### src/rtl/approx_mult_sched.sv
// Round-robin scheduler sharing one combinational approximate multiplier
// among NREQ requesters; one operation in flight at a time.
module approx_mult_sched #(
    parameter int unsigned NREQ = 4,
    parameter int unsigned W    = 8,
    parameter int unsigned IDW  = 2
) (
    input  logic                 clk,
    input  logic                 rst_n,
    input  logic [NREQ-1:0]      req_valid,
    output logic [NREQ-1:0]      req_ready,
    input  logic [NREQ*W-1:0]    req_a,
    input  logic [NREQ*W-1:0]    req_b,
    output logic [W-1:0]         mul_a,
    output logic [W-1:0]         mul_b,
    input  logic [2*W-1:0]       mul_c,
    output logic                 rsp_valid,
    input  logic                 rsp_ready,
    output logic [IDW-1:0]       rsp_id,
    output logic [2*W-1:0]       rsp_data,
    output logic                 busy
);

    localparam int unsigned PW = 2 * W;

    typedef enum logic [1:0] {
        IDLE = 2'd0,
        EXEC = 2'd1,
        RESP = 2'd2
    } state_t;

    state_t          state_q;
    state_t          state_d;
    logic [IDW-1:0]  last_q;
    logic [IDW-1:0]  grant_idx_c;
    logic            grant_any_c;
    logic            xfer_c;
    logic [W-1:0]    sel_a_c;
    logic [W-1:0]    sel_b_c;

    // State register
    always_ff @(posedge clk or negedge rst_n) begin
        if (!rst_n) begin
            state_q <= IDLE;
        end else begin
            state_q <= state_d;
        end
    end

    // Round-robin search starting after the last winner, plus next-state logic
    always_comb begin
        logic [IDW-1:0] cand;
        cand        = '0;
        grant_idx_c = '0;
        grant_any_c = 1'b0;
        req_ready   = '0;
        xfer_c      = 1'b0;
        state_d     = state_q;

        for (int unsigned k = 1; k <= NREQ; k++) begin
            cand = IDW'((32'(last_q) + k) % NREQ);
            if (!grant_any_c && req_valid[cand]) begin
                grant_any_c = 1'b1;
                grant_idx_c = cand;
            end
        end

        case (state_q)
            IDLE: begin
                if (grant_any_c) begin
                    req_ready[grant_idx_c] = 1'b1;
                    xfer_c                 = 1'b1;
                    state_d                = EXEC;
                end
            end
            EXEC: state_d = RESP;
            RESP: begin
                if (rsp_ready) begin
                    state_d = IDLE;
                end
            end
            default: state_d = IDLE;
        endcase
    end

    // Operand mux for the winning requester
    always_comb begin
        sel_a_c = '0;
        sel_b_c = '0;
        for (int unsigned i = 0; i < NREQ; i++) begin
            if (grant_idx_c == IDW'(i)) begin
                sel_a_c = req_a[i*W +: W];
                sel_b_c = req_b[i*W +: W];
            end
        end
    end

    // Operand/index capture on transfer; product capture in EXEC
    always_ff @(posedge clk or negedge rst_n) begin
        if (!rst_n) begin
            mul_a    <= '0;
            mul_b    <= '0;
            rsp_id   <= '0;
            last_q   <= IDW'(NREQ - 1);
            rsp_data <= '0;
        end else begin
            if (xfer_c) begin
                mul_a  <= sel_a_c;
                mul_b  <= sel_b_c;
                rsp_id <= grant_idx_c;
                last_q <= grant_idx_c;
            end
            // Log-domain approximation is undefined at zero, so force the result
            if (state_q == EXEC) begin
                if ((mul_a == '0) || (mul_b == '0)) begin
                    rsp_data <= PW'(0);
                end else begin
                    rsp_data <= mul_c;
                end
            end
        end
    end

    // Registered status flags decoded from the next state
    always_ff @(posedge clk or negedge rst_n) begin
        if (!rst_n) begin
            rsp_valid <= 1'b0;
            busy      <= 1'b0;
        end else begin
            rsp_valid <= (state_d == RESP);
            busy      <= (state_d != IDLE);
        end
    end

endmodule

### config.mk
export PLATFORM = sky130hd
export DESIGN_NAME = approx_mult_sched
export DESIGN_NICKNAME = d
export VERILOG_FILES = /design/src/rtl/approx_mult_sched.sv
export SDC_FILE = /design/constraint.sdc
export NUM_CORES = 1
export LEC_CHECK = 0
export ABC_AREA = 1
export CAP_MARGIN = 20
export CORE_ASPECT_RATIO = 1.2
export CORE_MARGIN = 3
export CORE_UTILIZATION = 30
export DETAILED_ROUTE_END_ITERATION = 16
export PLACE_DENSITY_LB_ADDON = 0.2
export REMOVE_ABC_BUFFERS = 1
export SLEW_MARGIN = 20
export SYNTH_ARGS = -nofsm -noshare
export SYNTH_HDL_FRONTEND = slang
export SYNTH_SLANG_ARGS = --single-unit
export TNS_END_PERCENT = 20
### constraint.sdc
create_clock -name clk -period 2.1 [get_ports clk]
set_input_delay 0.21 -clock clk [delete_from_list [all_inputs] [get_ports clk]]
set_output_delay 0.21 -clock clk [all_outputs]
set_load 0.05 [all_outputs]
Word-level counts from Yosys, hierarchy flattened
Cells that the tools add are included.
- register bits: 40
- output and inout port bits: 40
- logic and storage cells: 71
- $add $sub $neg: 4
- equality and inequality tests: 6
- muxes and demuxes: 34
- reduce and logical (&&, ||, !) cells: 13
- magnitude comparators: 6
- operator list (cell ; count):
    8-bit two-way mux ; 8
    8-bit zero test ; 2
    16-bit two-way mux ; 1
    2-bit by 3-bit less-than comparator with 1-bit output (second input constant) ; 5
    2-bit two-way mux ; 6
    1-bit two-way mux ; 11
    1-bit binary-select mux with 2-bit select ; 4
    2-bit equality test (second input constant) ; 4
    4-bit two-way mux ; 2
    2-bit one-hot mux with 3 select lines ; 1
    2-bit by 1-bit adder with 2-bit output (second input constant) ; 2
    2-bit adder (second input constant) ; 2
    2-bit by 1-bit equality test with 1-bit output (second input constant) ; 2
    1-bit logical AND ; 4
    2-bit zero test ; 2
    1-bit zero test ; 3
    1-bit demux with 2-bit select ; 1
    2-bit by 1-bit >= comparator with 1-bit output (second input constant) ; 1
    2-bit nonzero test ; 1
    1-bit logical OR ; 1

Depth between registers and ports, before layout
- depth after elaboration: 19
- gate-level depth with buffers: 17

Worst setup path before layout
OpenSTA, ideal clock, no wires.
- path type: register -> output
- start point: register last_q[0]
- end point: output req_ready[1]
- slack: -727 ps
- stages on the path, launching flop included: 13
- arrival: 2617 ps
- cells stage by stage: dfstp_2 buf_6 inv_8 nand2_1 nand2_2 nand2_2 a21boi_2 nand2_2 inv_1 nand2_2 buf_8 buf_6 nor3_1
- cells in the longest elaborated chain, start to end: 19
- RTL lines (what ; line ; text):
    start, declared ; 34 ; logic [IDW-1:0] last_q;
    start signal, assigned ; 104 ; last_q <= IDW'(NREQ - 1);
    start signal, assigned ; 111 ; last_q <= grant_idx_c;
    2-bit by 1-bit adder with 2-bit output ; 61 ; cand = IDW'((32'(last_q) + k) % NREQ);
    1-bit binary-select mux with 2-bit select ; 62 ; if (!grant_any_c && req_valid[cand]) begin
    1-bit two-way mux (not written as such) ; 62 ;
    1-bit two-way mux ; 62 ;
    1-bit zero test ; 62 ;
    1-bit logical AND ; 62 ;
    1-bit two-way mux ; 62 ;
    1-bit zero test ; 62 ;
    (+3 left out) ; - ;
    1-bit logical AND ; 62 ;
    2-bit two-way mux ; 62 ;
    2-bit by 3-bit less-than comparator with 1-bit output (not written as such) or 2-bit by 1-bit >= comparator with 1-bit output (tied branches) ; 71 ; req_ready[grant_idx_c] = 1'b1;
    1-bit logical AND (not written as such) ; 71 ;
    1-bit two-way mux (not written as such) ; 71 ;
    1-bit demux with 2-bit select ; 71 ;
    4-bit two-way mux * ; 70 ; if (grant_any_c) begin
    4-bit two-way mux * ; 68 ; case (state_q)
    end, declared ; 11 ; output logic [NREQ-1:0] req_ready,
Mark *: on every way between the ends. The rest lies on a longest branch, timed or not. The select of a mux whose other input is x is not followed.

Worst setup path after layout
Ends and elaborated chain as after synthesis.

==> out/metrics.csv <==
metric,value,unit
report.final.slew_viol_count,0,
gr-total-overflow,0,
grt_start_max_net_pins,41,
max-clock-path-buffers,2,
route.detailed.vias_per_inst,4.548,
final_antenna_net_count,0,
crit_path_start_kind,flip-flop,
synth.cell_area,2524,sq um
worst_skew_pair.late_latency,0.28,ns
synth.top_cell.area_share,37.68,%
complex_gate_fraction_of_the_synthesized_area,4.611,%
worstPathArrival,2.17,ns
first_global_vias,2730,
grt_first_pass_wirelength,12990,um
synthesis.area_per_instance,7.252,sq um
min_period_over_period,113.2,%
highest_fanout_seen_on_the_critical_path,8,
number_of_diodes,0,
hold_violations,0,
cts-htree-levels,2,
place.detailed.hpwl,6118,um
num_io_pins,127,
setup_viol,19,
classification_of_the_worst_setup_path,flip-flop to output port,
drive_above_1_share,15.46,%
synth_warnings,0,
cts_buffers,5,
postSynthCellCount,348,
yosys.area.top_type,dfrtp_1,
cts.reportedPaths.clkPinSlew,0.07,ns
detailedRoute.firstPassIterationCount,4,
detailed_route_wire_length,7929,um
final.setup_skew,0.006379,ns
detailroute.via_count,2724,
finalWorstSetupSlack,-0.2774,ns
r2r_end,mul_a[5]$_DFFE_PN0P_,
numPortBuffers,126,
crit_start,last_q[0]$_DFFE_PN1P_,
yosysSeqAreaShare,39.76,%
layout.cells.most_common_list,"121 x nand2_1, 121 x clkdlybuf4s50_1, 53 x nand3_1, 38 x dfrtp_1, 23 x inv_1",
result_of_the_run,"complete, but fails checks",
final_core_area_utilization,51.60,%
synth_simple_gate_area_share,45.66,%
core-area,8153,sq um
initial_antenna_violation_count,0,
synth-async-reset-ratio,100.0,%
worst_r2r_startpoint,last_q[0]$_DFFE_PN1P_,
critical_path_required,1.89,ns
synth_cell_types,30,
initial_utilization,30.95,%
fin_crit,2.377,ns
tritoncts,done,
postSynthRegisterBits,40,
post_cts_hold_buffer_count,0,
layout-area-overhead-vs-synth,66.68,%
hold_path.class,input pin to asynchronous set/reset pin,
max-slew-margin-rel,42.13,%
max_freq,420.6,MHz
wirelength_per_cell,13.24,um
end_kind,output port,
synth.mux.area_fraction,0,%
synth_top_family_by_area,simple AND/OR/NAND/NOR gates,
chip_height,106.5,um
r2r_slack,-0.20,ns
ys.flop_type,dfrtp_1,
floorplan.die_area,9553,sq um
violations,setup timing,
synth_top_area_cells,"dfrtp_1 38%, nand2_1 19%, nand3_1 11%, nor2_1 3.7%, inv_1 3.6%",
cts.root.buffer_cell,clkbuf_8,
global_route_usage_sum,16.50,%
remaining_drc_errors,0,
core.rowCount,36,
post_synthesis_xor_xnor_area_fraction,0,%
r2r_depth,16,
grt_setup_unrepaired,true,
cts_num_sinks,40,
count_of_flip_flops_with_a_built_in_enable_after_synthesis,0,
place.gp.congestion,0.8545,
synthAdderAreaFrac,0,%
initial_drc_count,98,
worst_slew_pin_slew,0.8680,ns
cap_violations,0,
finish.net_count,571,
floorplan.die.width,89.73,um
## registers in the layout, summed over array words and instances, names as in the netlist
| signal | count |
|---|---|
| rsp_data | 16 |
| mul_a | 8 |
| mul_b | 8 |
| last_q | 2 |
| rsp_id | 2 |
| state_q | 2 |
| busy | 1 |
| rsp_valid | 1 |
## Yosys cell counts (all sizes together), types with 4 or more instances
master	number
nand3b	4
dfrtp	38
buf	11
nand3	54
nor2	29
nand4	7
o21ai	17
clkbuf	4
inv	27
nand2	145
nor4	4
## critical path: stages, from the launching register on
cell and delay (ns):
dfstp_2 0.66, inv_8 0.08, nand2_4 0.06, nand2_2 0.07, nand2_4 0.08, nand2_4 0.07
nor2_8 0.12, nand3_2 0.07, nand2_2 0.09, nand2_4 0.08, buf_6 0.13, nor3_2 0.10
buf_4 0.14, buf_12 0.13
## how the worst max path moves through the flow
stage                           endpoint  slack (ns)  depth (start not counted)
floorplan                   req_ready[1]       -0.67                          9
finish                      req_ready[1]       -0.28                         13
global placement    mul_b[5]$_DFFE_PN0P_       -0.02                         15
CTS                         req_ready[1]       -0.29                         13
detailed placement  mul_b[0]$_DFFE_PN0P_       -0.08                         14
global route                req_ready[1]       -0.38                         13
## final cells by class
type / count / area [sq um]
inverter: 29 / 121.4
fill: 808 / 3946
tap: 114 / 142.6
multi-input combinational: 264 / 1336
timing repair buffer: 144 / 1513
clock buffer: 8 / 90.09
sequential: 40 / 1003
## routing by layer
layer  wire, um  vias up  GRT usage, %  share of wire, %
li1           -     1383             -                 -
met1       3559     1234         21.83                45
met2       3846      101         27.58                49
met3        441        6         3.043               5.6
met4         82        0         4.819               1.0
met5          0        -             0                 0
## what timing repair did
action | CTS | global route
endpoints found under the hold margin | 0 | 0
endpoints found under the setup margin | 19 | 23
cloned | 0 | 1
pin swaps | 9 | 7
gates resized for setup | 9 | 14
setup buffers | 2 | 1
## cell families after synthesis
kind of cell,Yosys count
AO/OA/AOI/OAI,20
AND/OR/NAND/NOR,244
flip-flops,40
buffers and inverters,44
## per-stage QoR
step,TNS (ns),hold slack [ns],cell area (sq um),std cells,setup WS (ns)
2_1_floorplan,-2.190,-0.08559,2394,333,-0.6675
3_3_place_gp,-0.1172,0.3736,3980,586,-0.02349
3_5_place_dp,-0.7669,0.3847,3985,587,-0.07526
4_1_cts,-3.959,0.07780,4116,597,-0.2904
5_1_grt,-5.618,0.1056,4207,599,-0.3809
6_report,-3.001,0.03803,4207,599,-0.2774
Power is not shown: default switching activity piles up to over one toggle a cycle in this logic, so the estimate is an artifact.
